## src/rtl/vj_pkg.sv

```systemverilog
// Shared constants and FSM encoding for the cascade stage-sum datapath.
package vj_pkg;

    localparam int unsigned DATA_W   = 32;
    localparam int unsigned FRAC_W   = 16;
    localparam int unsigned MAX_WEAK = 256;

    localparam logic [DATA_W-1:0] SAT_MAX = {1'b0, {(DATA_W-1){1'b1}}};
    localparam logic [DATA_W-1:0] SAT_MIN = {1'b1, {(DATA_W-1){1'b0}}};

    typedef enum logic [1:0] {
        ST_IDLE  = 2'd0,
        ST_ACCUM = 2'd1,
        ST_DRAIN = 2'd2
    } state_e;

endpackage

```

## src/rtl/weak_classifier_select.sv

```systemverilog
// Weak-node compare/select and the first pipeline register of the stage-sum path.
module weak_classifier_select #(
    parameter int unsigned DATA_W = vj_pkg::DATA_W
) (
    input  logic              clk_i,
    input  logic              rst_i,
    input  logic              flush_i,
    input  logic              load_i,
    input  logic              last_i,
    input  logic [DATA_W-1:0] feature_i,
    input  logic [DATA_W-1:0] node_threshold_i,
    input  logic [DATA_W-1:0] left_val_i,
    input  logic [DATA_W-1:0] right_val_i,
    output logic [DATA_W-1:0] term_o,
    output logic              term_last_o,
    output logic              term_val_o
);

    logic [DATA_W-1:0] sel_c;

    // Strictly below threshold takes the left leaf; equality goes right.
    assign sel_c = ($signed(feature_i) < $signed(node_threshold_i)) ? left_val_i : right_val_i;

    always_ff @(posedge clk_i) begin
        if (rst_i || flush_i) begin
            term_o      <= '0;
            term_last_o <= 1'b0;
            term_val_o  <= 1'b0;
        end else begin
            term_val_o  <= load_i;
            term_last_o <= load_i && last_i;
            if (load_i) begin
                term_o <= sel_c;
            end
        end
    end

endmodule

```

## src/rtl/stage_sum_accumulator.sv

```systemverilog
// Accumulates selected weak-classifier leaf values into a saturating stage sum.
module stage_sum_accumulator #(
    parameter int unsigned DATA_W   = vj_pkg::DATA_W,
    parameter int unsigned MAX_WEAK = vj_pkg::MAX_WEAK
) (
    input  logic                       clk_i,
    input  logic                       rst_i,
    input  logic                       stage_start_i,
    input  logic                       break_i,
    input  logic                       weak_val_i,
    output logic                       weak_ready_o,
    input  logic                       weak_last_i,
    input  logic [DATA_W-1:0]          feature_i,
    input  logic [DATA_W-1:0]          node_threshold_i,
    input  logic [DATA_W-1:0]          left_val_i,
    input  logic [DATA_W-1:0]          right_val_i,
    output logic [DATA_W-1:0]          stage_sum_o,
    output logic                       stage_sum_val_o,
    output logic [$clog2(MAX_WEAK):0]  weak_cnt_o,
    output logic                       error_o
);

    import vj_pkg::*;

    localparam int unsigned CNT_W = $clog2(MAX_WEAK) + 1;
    localparam logic [DATA_W-1:0] SAT_HI = {1'b0, {(DATA_W-1){1'b1}}};
    localparam logic [DATA_W-1:0] SAT_LO = {1'b1, {(DATA_W-1){1'b0}}};

    state_e             state_q;
    state_e             state_d;
    logic [DATA_W-1:0]  acc_q;
    logic [CNT_W-1:0]   weak_cnt_q;
    logic               error_q;
    logic               weak_ready_q;
    logic               sum_val_q;

    logic               accept_c;
    logic               load_c;
    logic               cap_c;
    logic               last_eff_c;
    logic [DATA_W-1:0]  term_q;
    logic               term_last_q;
    logic               term_val_q;
    logic [DATA_W:0]    sum_ext_c;
    logic [DATA_W-1:0]  acc_next_c;

    assign accept_c   = weak_val_i && weak_ready_q;
    assign load_c     = accept_c && !break_i && !stage_start_i;
    // Hitting the term budget without a last flag closes the stage as an error.
    assign cap_c      = (weak_cnt_q == CNT_W'(MAX_WEAK - 1));
    assign last_eff_c = weak_last_i || cap_c;

    weak_classifier_select #(
        .DATA_W (DATA_W)
    ) u_select (
        .clk_i            (clk_i),
        .rst_i            (rst_i),
        .flush_i          (break_i || stage_start_i),
        .load_i           (load_c),
        .last_i           (last_eff_c),
        .feature_i        (feature_i),
        .node_threshold_i (node_threshold_i),
        .left_val_i       (left_val_i),
        .right_val_i      (right_val_i),
        .term_o           (term_q),
        .term_last_o      (term_last_q),
        .term_val_o       (term_val_q)
    );

    // Saturating add: overflow shows as disagreement of the two top bits.
    assign sum_ext_c = {acc_q[DATA_W-1], acc_q} + {term_q[DATA_W-1], term_q};

    always_comb begin
        acc_next_c = sum_ext_c[DATA_W-1:0];
        if (sum_ext_c[DATA_W] != sum_ext_c[DATA_W-1]) begin
            acc_next_c = sum_ext_c[DATA_W] ? SAT_LO : SAT_HI;
        end
    end

    always_ff @(posedge clk_i) begin
        if (rst_i) begin
            state_q <= ST_IDLE;
        end else begin
            state_q <= state_d;
        end
    end

    always_comb begin
        state_d = state_q;
        if (break_i) begin
            state_d = ST_IDLE;
        end else if (stage_start_i) begin
            state_d = ST_ACCUM;
        end else begin
            case (state_q)
                ST_ACCUM: if (accept_c && last_eff_c) state_d = ST_DRAIN;
                ST_DRAIN: state_d = ST_IDLE;
                default:  state_d = state_q;
            endcase
        end
    end

    always_ff @(posedge clk_i) begin
        if (rst_i) begin
            acc_q        <= '0;
            weak_cnt_q   <= '0;
            error_q      <= 1'b0;
            weak_ready_q <= 1'b0;
            sum_val_q    <= 1'b0;
        end else begin
            weak_ready_q <= (state_d == ST_ACCUM);
            sum_val_q    <= 1'b0;
            if (stage_start_i && !break_i) begin
                acc_q      <= '0;
                weak_cnt_q <= '0;
                error_q    <= 1'b0;
            end else if (!break_i) begin
                if (load_c) begin
                    weak_cnt_q <= weak_cnt_q + CNT_W'(1);
                    if (cap_c && !weak_last_i) begin
                        error_q <= 1'b1;
                    end
                end
                if (term_val_q) begin
                    acc_q     <= acc_next_c;
                    sum_val_q <= term_last_q;
                end
            end
        end
    end

    assign weak_ready_o    = weak_ready_q;
    assign stage_sum_o     = acc_q;
    assign stage_sum_val_o = sum_val_q;
    assign weak_cnt_o      = weak_cnt_q;
    assign error_o         = error_q;

endmodule

```

## config.mk

```make
export PLATFORM = sky130hd
export DESIGN_NAME = stage_sum_accumulator
export DESIGN_NICKNAME = d
export VERILOG_FILES = /design/src/rtl/vj_pkg.sv /design/src/rtl/weak_classifier_select.sv /design/src/rtl/stage_sum_accumulator.sv
export SDC_FILE = /design/constraint.sdc
export NUM_CORES = 1
export LEC_CHECK = 0
export CORE_ASPECT_RATIO = 1.2
export CORE_UTILIZATION = 48
export CTS_CLUSTER_SIZE = 28
export DETAILED_ROUTE_END_ITERATION = 12
export PLACE_DENSITY_LB_ADDON = 0.3
export REMOVE_ABC_BUFFERS = 1
export SLEW_MARGIN = 40
export SYNTH_ARGS = -nofsm -noshare
export SYNTH_HDL_FRONTEND = slang
export SYNTH_SLANG_ARGS = --single-unit
```

## constraint.sdc

```tcl
create_clock -name clk_i -period 3.2 [get_ports clk_i]
set_clock_uncertainty 0.15 [all_clocks]
set_input_delay 0.64 -clock clk_i [delete_from_list [all_inputs] [get_ports clk_i]]
set_output_delay 0.64 -clock clk_i [all_outputs]
set_load 0.03 [all_outputs]
```

==> metrics.txt, run 1 <==
worst slew pin tran 0.547 ns; Worst Setup Slack, final 0.107 ns; cell area after layout 8390 um^2; capturing point of the worst reg2reg path stage_sum_o[28]; commonest non-fill, non-tap cell in the layout clkdlybuf4s50_1; vias in the first global route 5807; CP Max Fanout 16; hold wc startpoint u_select.term_val_o; Overall Global Routing Usage 25.8%; Max-Cap Viols 0; critical path launch point type primary input; slowest CP cell or4_4; number of H-tree levels 3; DRT Pass-1 Iters 5; mux cell area share after synthesis 0.339%; DRC violation count after routing 0; CTS Buffer Depth 2; Setup CP Type primary input to flop; Starting DRT DRC Count 276; row cnt 44; Crit path largest cell delay 0.55 ns; Hold Crit Depth 1; #FFs+latches synth 80; routed via count 6007; Vias/cell 5.57; xor/xnor cell area share of the yosys netlist 4.90%; Syn Inst Count 733; status completed; worst-path cell chain clkdlybuf4s50_1 > inv_1 > ha_1 > or4_4 > a2111oi_4 > o31ai_1 > nand4_1 > and4_4 > clkbuf_16 > o21ai_0 > a31oi_1; Peak Freq 323 MHz; Final setup viols 0; Min-Delay Endpoint stage_sum_val_o; first-pass GRT wire length 26.0 mm; layout cells sized above 1 9.49%; initial core utilization 48.9%; FFs w/ async S/R, synth 0%; TritonCTS clock tree built; Worst EP arrival 3.21 ns; Placement Cell Area 7990 um^2; synthesized cell area 5900 um^2; Hold Path Class flop to flop; worst skew pair latency 0.34 ns; Slew Limit Fails 0; Tcrit/Tclk final 96.7%; CTS clk-pin slew, worst paths 0.06 ns; PwrDens 296 nW/um^2; worst r2r src stage_sum_o[14]; Final nets 1113; Root Buffer clkbuf_16; DRT antenna net count 0; cells on worst reg2reg path 9; post-synthesis compound-gate area fraction 30.0%; Synth Flop Type dfxtp_1; die width 103 um; largest net degree at the start of global routing 39; chip height 123 um; routed wire length 16.3 mm; Layout area overhead 42.1%; Yosys warnings 0; Slew Limit Headroom 63.3%; Adder-Cell Fraction of Synth Area 14.3%; IO Port Bufs 177; number of enable flip-flop cells after synthesis 0; final period demand of the worst path 3.09 ns; gr ovfl total 0; sequential-to-total area share from yosys stat 27.1%; core area 12100 um^2; die footprint 12700 um^2; r2r setup slk 0.12 ns; most frequent cells in the layout clkdlybuf4s50_1 (177), o21ai_0 (86), dfxtp_1 (80); Sink Count 80; simple-gate share of the synthesized area 17.1%; pre-CTS setup slack -0.340 ns; detailed-placement wirelength estimate 12.0 mm; I/O pin count 178; GPL Wtd Cong 0.887; Lkg Pwr 3.56 nW; Synth cell types 67; mean post-synth cell area 8.05 um^2; antenna violations before repair 0; Fin. Hold Viols 0; Peak VDD IR 0.212 mV; Ant. Diodes 0; largest family of logic cells by synthesized area compound AO/OA/AOI/OAI gates; DR WL/cell 15.2 um; Num CTS Buffers 9; crit path capture type flop; WP data required 3.32 ns
[logic make-up after synthesis]
| kind of cell | after synthesis |
|---|---|
| buf+inv | 83 |
| simple gates | 207 |
| compound gates | 261 |
| xor+xnor | 33 |
| fa+ha+maj | 67 |
| flops | 80 |
| mux | 2 |
[repair_timing]
item / in CTS / in global routing
hold buffers: 0 / 0
resized for setup: 0 / 11
endpoints found under the setup margin: 0 / 63
setup buffers: 0 / 1
endpoints found under the hold margin: 0 / 0
[report_power, final]
group	leakage, nW	switching [W]	internal [W]
Clock	0.139	0.000442	0.000611
Sequential	0.644	0.00000163	0.000998
Combinational	2.77	0.000179	0.000247
Total	3.56	0.000622	0.00186
[registers in the layout, indices dropped and copies added (netlist names)]
name,flops
u_select.term_o,32
state_q,2
weak_cnt_o,9
stage_sum_val_o,1
u_select.term_last_o,1
weak_ready_o,1
error_o,1
stage_sum_o,32
u_select.term_val_o,1
[how the worst max path moves through the flow]
stage,start,end,slack [ns],cells after the start
2_1_floorplan,break_i,weak_cnt_o[7],-1.81,5
3_3_place_gp,node_threshold_i[8],u_select.term_o[13],-0.19,11
3_5_place_dp,node_threshold_i[8],u_select.term_o[21],-0.34,11
4_1_cts,node_threshold_i[8],u_select.term_o[16],0.01,11
5_1_grt,node_threshold_i[8],u_select.term_o[16],-0.02,11
6_report,node_threshold_i[8],u_select.term_o[22],0.11,11
[through the flow]
step / hold WS, ns / power (W) / util (%) / TNS [ns] / instances
floorplan: 0.287 / 0.00117 / - / -68.30 / 695
global placement: 0.291 / 0.00142 / 66.3 / -6.02 / 1060
detailed placement: 0.309 / 0.00143 / 66.3 / -9.67 / 1060
CTS: 0.330 / 0.00248 / 68.8 / 0 / 1076
global route: 0.364 / 0.00258 / 69.6 / -0.0971 / 1078
finish: 0.324 / 0.00248 / 69.6 / 0 / 1078
[final cells by class]
class | count | area, um^2
multi-input cells | 570 | 4000
clock inverters | 7 | 78.8
well taps | 161 | 201
fillers | 955 | 3670
repair buffers | 206 | 2110
clock buffers | 9 | 225
flip-flops and latches | 80 | 1600
inverters | 45 | 169
[synthesized netlist by cell type, types with 2 or more instances]
library cell	count	area, um^2
a211o_1	2	17.5
a211oi_1	8	60.1
a21o_1	23	173
a21oi_1	39	195
a221oi_1	2	17.5
a22oi_1	2	15.0
a31oi_1	38	238
and2_1	3	18.8
and2b_1	2	15.0
and3_1	4	25.0
and4_1	2	17.5
buf_1	3	11.3
buf_4	4	30.0
buf_6	3	33.8
clkbuf_1	26	97.6
dfxtp_1	80	1600
ha_1	66	826
inv_1	45	169
mux2i_1	2	20.0
nand2_1	69	259
nand2b_1	8	50.1
nand3_1	38	190
nand3b_1	2	15.0
nand4_1	12	75.1
nor2_1	43	161
nor2b_1	5	31.3
nor3_1	9	45.0
nor4_1	2	12.5
o211ai_1	14	105
o211ai_2	19	238
o21a_1	2	15.0
o21ai_0	86	430
o21bai_1	4	30.0
or4_1	2	15.0
xnor2_1	14	123
xor2_1	19	166
[worst max-delay path, delay by kind of cell]
family | cells | cell delay [ns]
and+or+nand+nor | 3 | 0.99
adders and majority gates | 1 | 0.17
buffers and inverters | 3 | 0.70
AOI/OAI and AO/OA | 4 | 0.69
[per-layer routing]
layer	GRT usage [%]	wire length [um]
met5	0	0
met4	6.07	195
met3	6.73	1230
met2	47.1	8250
met1	29.6	6660
Power figures use the tool's default switching activity.
==> run 2, diff against run 1 <==
--- a/config.mk
+++ b/config.mk
@@ -5,12 +5,14 @@
 export SDC_FILE = /design/constraint.sdc
 export NUM_CORES = 1
 export LEC_CHECK = 0
+export ABC_CLOCK_PERIOD_IN_PS = 2700
 export CORE_ASPECT_RATIO = 1.2
-export CORE_UTILIZATION = 48
+export CORE_UTILIZATION = 44
 export CTS_CLUSTER_SIZE = 28
 export DETAILED_ROUTE_END_ITERATION = 12
 export PLACE_DENSITY_LB_ADDON = 0.3
 export REMOVE_ABC_BUFFERS = 1
+export SKIP_CTS_REPAIR_TIMING = 1
 export SLEW_MARGIN = 40
 export SYNTH_ARGS = -nofsm -noshare
 export SYNTH_HDL_FRONTEND = slang
==> constraint.sdc (replaced) <==
create_clock -name clk_i -period 2.7 [get_ports clk_i]
set_clock_uncertainty 0.15 [all_clocks]
set_input_delay 0.54 -clock clk_i [delete_from_list [all_inputs] [get_ports clk_i]]
set_output_delay 0.54 -clock clk_i [all_outputs]
set_load 0.03 [all_outputs]
==> metrics.txt, run 2 (synthesis gave the netlist of run 1 again) <==
row cnt 46; worst skew pair latency 0.35 ns; RSZ-0062 raised after global routing yes; Overall Global Routing Usage 25.0%; Peak Freq 339 MHz; IO Port Bufs 177; Lkg Pwr 4.70 nW; Starting DRT DRC Count 498; Num CTS Buffers 9; Setup CP Type flop to flop; family with the most delay on the worst path compound AO/OA/AOI/OAI gates; gr ovfl total 0; antenna violations before repair 0; placed instance count 1158; WP data required 2.77 ns; Layout area overhead 74.2%; CTS Buffer Depth 2; cells on worst reg2reg path 10; Hold Crit Depth 1; critical path launch point type flop; largest net degree at the start of global routing 43; commonest non-fill, non-tap cell in the layout clkdlybuf4s50_1; crit path capture type flop; most frequent cells in the layout clkdlybuf4s50_1 (124), buf_4 (113), nand2_1 (65), dfxtp_1 (65), o21ai_0 (55); failing checks setup timing; FILL cells 850; slowest CP cell a311o_2; routed via count 7017; die footprint 13900 um^2; DRT antenna net count 0; post-route insts no fill 1196; Slew Limit Headroom 66.8%; Worst EP arrival 3.02 ns; worst slew pin tran 0.492 ns; layout cells sized above 1 31.6%; most frequent cell on the critical path o211ai_1; CTS clk-pin slew, worst paths 0.06 ns; Sink Count 80; final period demand of the worst path 2.95 ns; worst-path cell chain ha_1 > a21oi_1 > o211ai_1 > a21o_1 > nor2b_1 > or3_4 > a311o_2 > nand4_4 > buf_12 > o211ai_1; I/O pin count 178; detailed-placement wirelength estimate 13.1 mm; final core occ 78.3%; Worst Setup Slack, final -0.253 ns; GPL Wtd Cong 0.864; Stages on worst setup path 10; DR WL/cell 18.8 um; Fin. Hold Viols 0; Max-Cap Viols 0; Root Buffer clkbuf_16; Crit path largest cell delay 0.43 ns; Sum Neg Setup Slack -6.81 ns; vias in the first global route 6361; die width 108 um; Ant. Diodes 0; initial core utilization 45.0%; chip height 129 um; number of H-tree levels 3; DRT Pass-1 Iters 5; Final nets 1224; DRC violation count after routing 0; Peak VDD IR 0.274 mV; Final setup viols 33; Vias/cell 5.87; Tcrit/Tclk final 109%; Slew Limit Fails 0; PwrDens 308 nW/um^2; status complete, but fails checks; CP Max Fanout 8; first-pass GRT wire length 28.1 mm; routed wire length 22.4 mm; Hold Path Class flop to flop; core area 13100 um^2; TritonCTS clock tree built; Worst Path Buf+Inv 1
-- run 2: cell types whose count changed in the layout (fill, tap and decap cells not counted), sizes merged --
cell	delta
clkinv	+2
clkdlybuf4s50	-53
buf	+102
clkbuf	+10
dlymetal6s2s	+53
clkinvlp	-3
-- run 2: power by group --
part,switching [W],leakage [nW],internal [W]
Combinational,0.000320,3.89,0.000379
Clock,0.000534,0.154,0.000753
Sequential,0.00000206,0.653,0.00118
-- run 2: per-layer routing --
layer / part of all wire [%] / global-route usage [%]
met1: 38 / 26.9
met2: 51 / 47.5
met3: 6.9 / 5.42
met4: 4.4 / 9.02
met5: 0 / 0
-- run 2: worst register-to-register path: stages (launching register included) --
cell and delay, ns:
dfxtp_1 0.31, ha_1 0.32, a21oi_1 0.26, o211ai_1 0.15, a21o_1 0.19, nor2b_1 0.15
or3_4 0.39, a311o_2 0.43, nand4_4 0.20, buf_12 0.17, o211ai_1 0.10
-- run 2: cell type report --
| type | instances | area [um^2] | share of cell area [%] |
|---|---|---|---|
| Sequential cell | 80 | 1620 | 15.8 |
| Timing Repair Buffer | 317 | 3280 | 31.9 |
| Inverter | 45 | 169 | 1.64 |
| Clock buffer | 10 | 239 | 2.33 |
| Multi-Input combinational cell | 570 | 4680 | 45.5 |
| Clock inverter | 6 | 73.8 | 0.718 |
| Tap cell | 168 | 210 | 2.05 |
-- run 2: per-stage QoR --
| stage | power, W | setup WS [ns] | area (um^2) | hold WS (ns) |
|---|---|---|---|---|
| finish | 0.00317 | -0.253 | 10300 | 0.318 |
| global route | 0.00327 | -0.345 | 10300 | 0.335 |
| CTS | 0.00297 | -0.435 | 9010 | 0.319 |
| detailed placement | 0.00170 | -0.795 | 8700 | 0.308 |
| global placement | 0.00169 | -0.602 | 8700 | 0.293 |
| floorplan | 0.00139 | -2.21 | 5700 | 0.287 |
-- run 2: worst paths after layout --
check	slack (ns)	endpoint	start
setup reg to reg	-0.25	stage_sum_o[11]	stage_sum_o[20]
setup / recovery	-0.25	stage_sum_o[11]	stage_sum_o[20]
hold reg to reg	0.32	stage_sum_val_o	u_select.term_last_o
hold / removal	0.32	stage_sum_val_o	u_select.term_last_o
==> run 3, diff against run 2 <==
--- a/config.mk
+++ b/config.mk
@@ -10,7 +10,7 @@
 export CORE_UTILIZATION = 44
 export CTS_CLUSTER_SIZE = 28
 export DETAILED_ROUTE_END_ITERATION = 12
-export PLACE_DENSITY_LB_ADDON = 0.3
+export PLACE_DENSITY = 0.9
 export REMOVE_ABC_BUFFERS = 1
 export SKIP_CTS_REPAIR_TIMING = 1
 export SLEW_MARGIN = 40
==> metrics.txt, run 3 (synthesis gave the netlist of run 1 again) <==
status complete, but fails checks; failing checks setup timing; PwrDens 304 nW/um^2; worst-path cell chain ha_4 > buf_6 > o211ai_1 > a21o_1 > a21oi_2 > buf_4 > a2111o_1 > a32oi_4 > nand4b_4 > nand3_4 > buf_12 > o211ai_1; Peak Freq 302 MHz; family with the most delay on the worst path compound AO/OA/AOI/OAI gates; r2r setup slk -0.61 ns; Slew Limit Headroom 61.3%; cell area after layout 10300 um^2; slowest CP cell a2111o_1; Vias/cell 6.33; Hold Path Class flop to flop; DR WL/cell 22.6 um; GPL Wtd Cong 0.920; placed instance count 1164; Worst Setup Slack, final -0.609 ns; Worst EP arrival 3.37 ns; Layout area overhead 74.0%; TritonCTS clock tree built; IO Port Bufs 177; CTS clk-pin slew, worst paths 0.07 ns; routed via count 7635; die width 108 um; layout cells sized above 1 31.1%; Sum Neg Setup Slack -17.73 ns; Lkg Pwr 4.75 nW; CP Max Fanout 6; Final setup viols 38; critical path launch point type flop; Num CTS Buffers 9; DRT Pass-1 Iters 6; CTS Buffer Depth 2; I/O pin count 178; M1 GR Usage 27.8%; Fin. Hold Viols 0; Final nets 1235; chip height 129 um; routed wire length 27.3 mm; most frequent cells in the layout clkdlybuf4s50_1 (123), buf_4 (123), dfxtp_1 (67); Max-Cap Viols 0; Tot Pwr 0.00312 W; most frequent cell on the critical path o211ai_1; Placement Cell Area 8720 um^2; number of H-tree levels 3; layer with the highest usage met2; met3 Usage GRT 5.02%; final period demand of the worst path 3.31 ns; DRT antenna net count 0; die footprint 13900 um^2; detailed-placement wirelength estimate 13.9 mm; largest net degree at the start of global routing 42; Worst Path Buf+Inv 3; Root Buffer clkbuf_16; post-route insts no fill 1207; gr ovfl total 0; Overall Global Routing Usage 26.8%; Peak VDD IR 0.256 mV; DRC violation count after routing 0; RSZ-0062 raised after global routing yes; Crit path largest cell delay 0.46 ns; crit path capture type flop; Starting DRT DRC Count 837; worst skew pair latency 0.35 ns; Slew Limit Fails 0; Tcrit/Tclk final 123%; WP data required 2.76 ns; vias in the first global route 6903; final core occ 78.2%; first-pass GRT wire length 30.0 mm; Sink Count 80; initial core utilization 45.0%; FILL cells 737; core area 13100 um^2; Setup CP Type flop to flop; antenna violations before repair 0; row cnt 46; Ant. Diodes 0; worst slew pin tran 0.579 ns; met2 Use GR 51.7%
run 3: cell count changes in the layout (fill, tap and decap cells not counted), sizes merged:
| cell | change |
|---|---|
| inv | +2 |
| clkinvlp | +2 |
| buf | +13 |
| clkdlybuf4s50 | -1 |
| clkbuf | -3 |
| bufinv | -1 |
| dlymetal6s2s | +1 |
| clkinv | -2 |
run 3: tightest hold or removal path: stages (launching register included):
cell and delay, ns:
dfxtp_1 0.33, a31oi_1 0.04, nor2_1 0.08
run 3: layer usage:
metal	up-vias	wire (um)
li1	3293	-
met1	3566	9190
met2	579	13100
met3	197	2760
met4	0	2190
met5	-	0
run 3: stage by stage:
step	hold slack [ns]	setup slack, ns
after detailed placement	0.302	-0.738
after global placement	0.294	-0.582
final	0.338	-0.609
after global routing	0.337	-0.661
after CTS	0.331	-0.415
after floorplan	0.287	-2.21
run 3: path summary, 6_finish.rpt:
check / start / end / cells after the start
max: u_select.term_o[3] / stage_sum_o[11] / 12
min: error_o / error_o / 2
max reg2reg: u_select.term_o[3] / stage_sum_o[11] / 12
min reg2reg: error_o / error_o / 2
run 3: final cells by class:
cell class / count / area (um^2) / share of cell area (%)
Clock inverter: 7 / 61.3 / 0.597
Clock buffer: 9 / 225 / 2.19
Timing Repair Buffer: 328 / 3320 / 32.4
Tap cell: 168 / 210 / 2.05
Multi-Input combinational cell: 570 / 4660 / 45.4
Inverter: 45 / 169 / 1.65
Sequential cell: 80 / 1620 / 15.8
run 3: power by group:
part	switching (W)	leakage (nW)	internal [W]
Clock	0.000575	0.135	0.000642
Combinational	0.000336	3.97	0.000380
Sequential	0.00000244	0.651	0.00118
Total	0.000913	4.75	0.00220
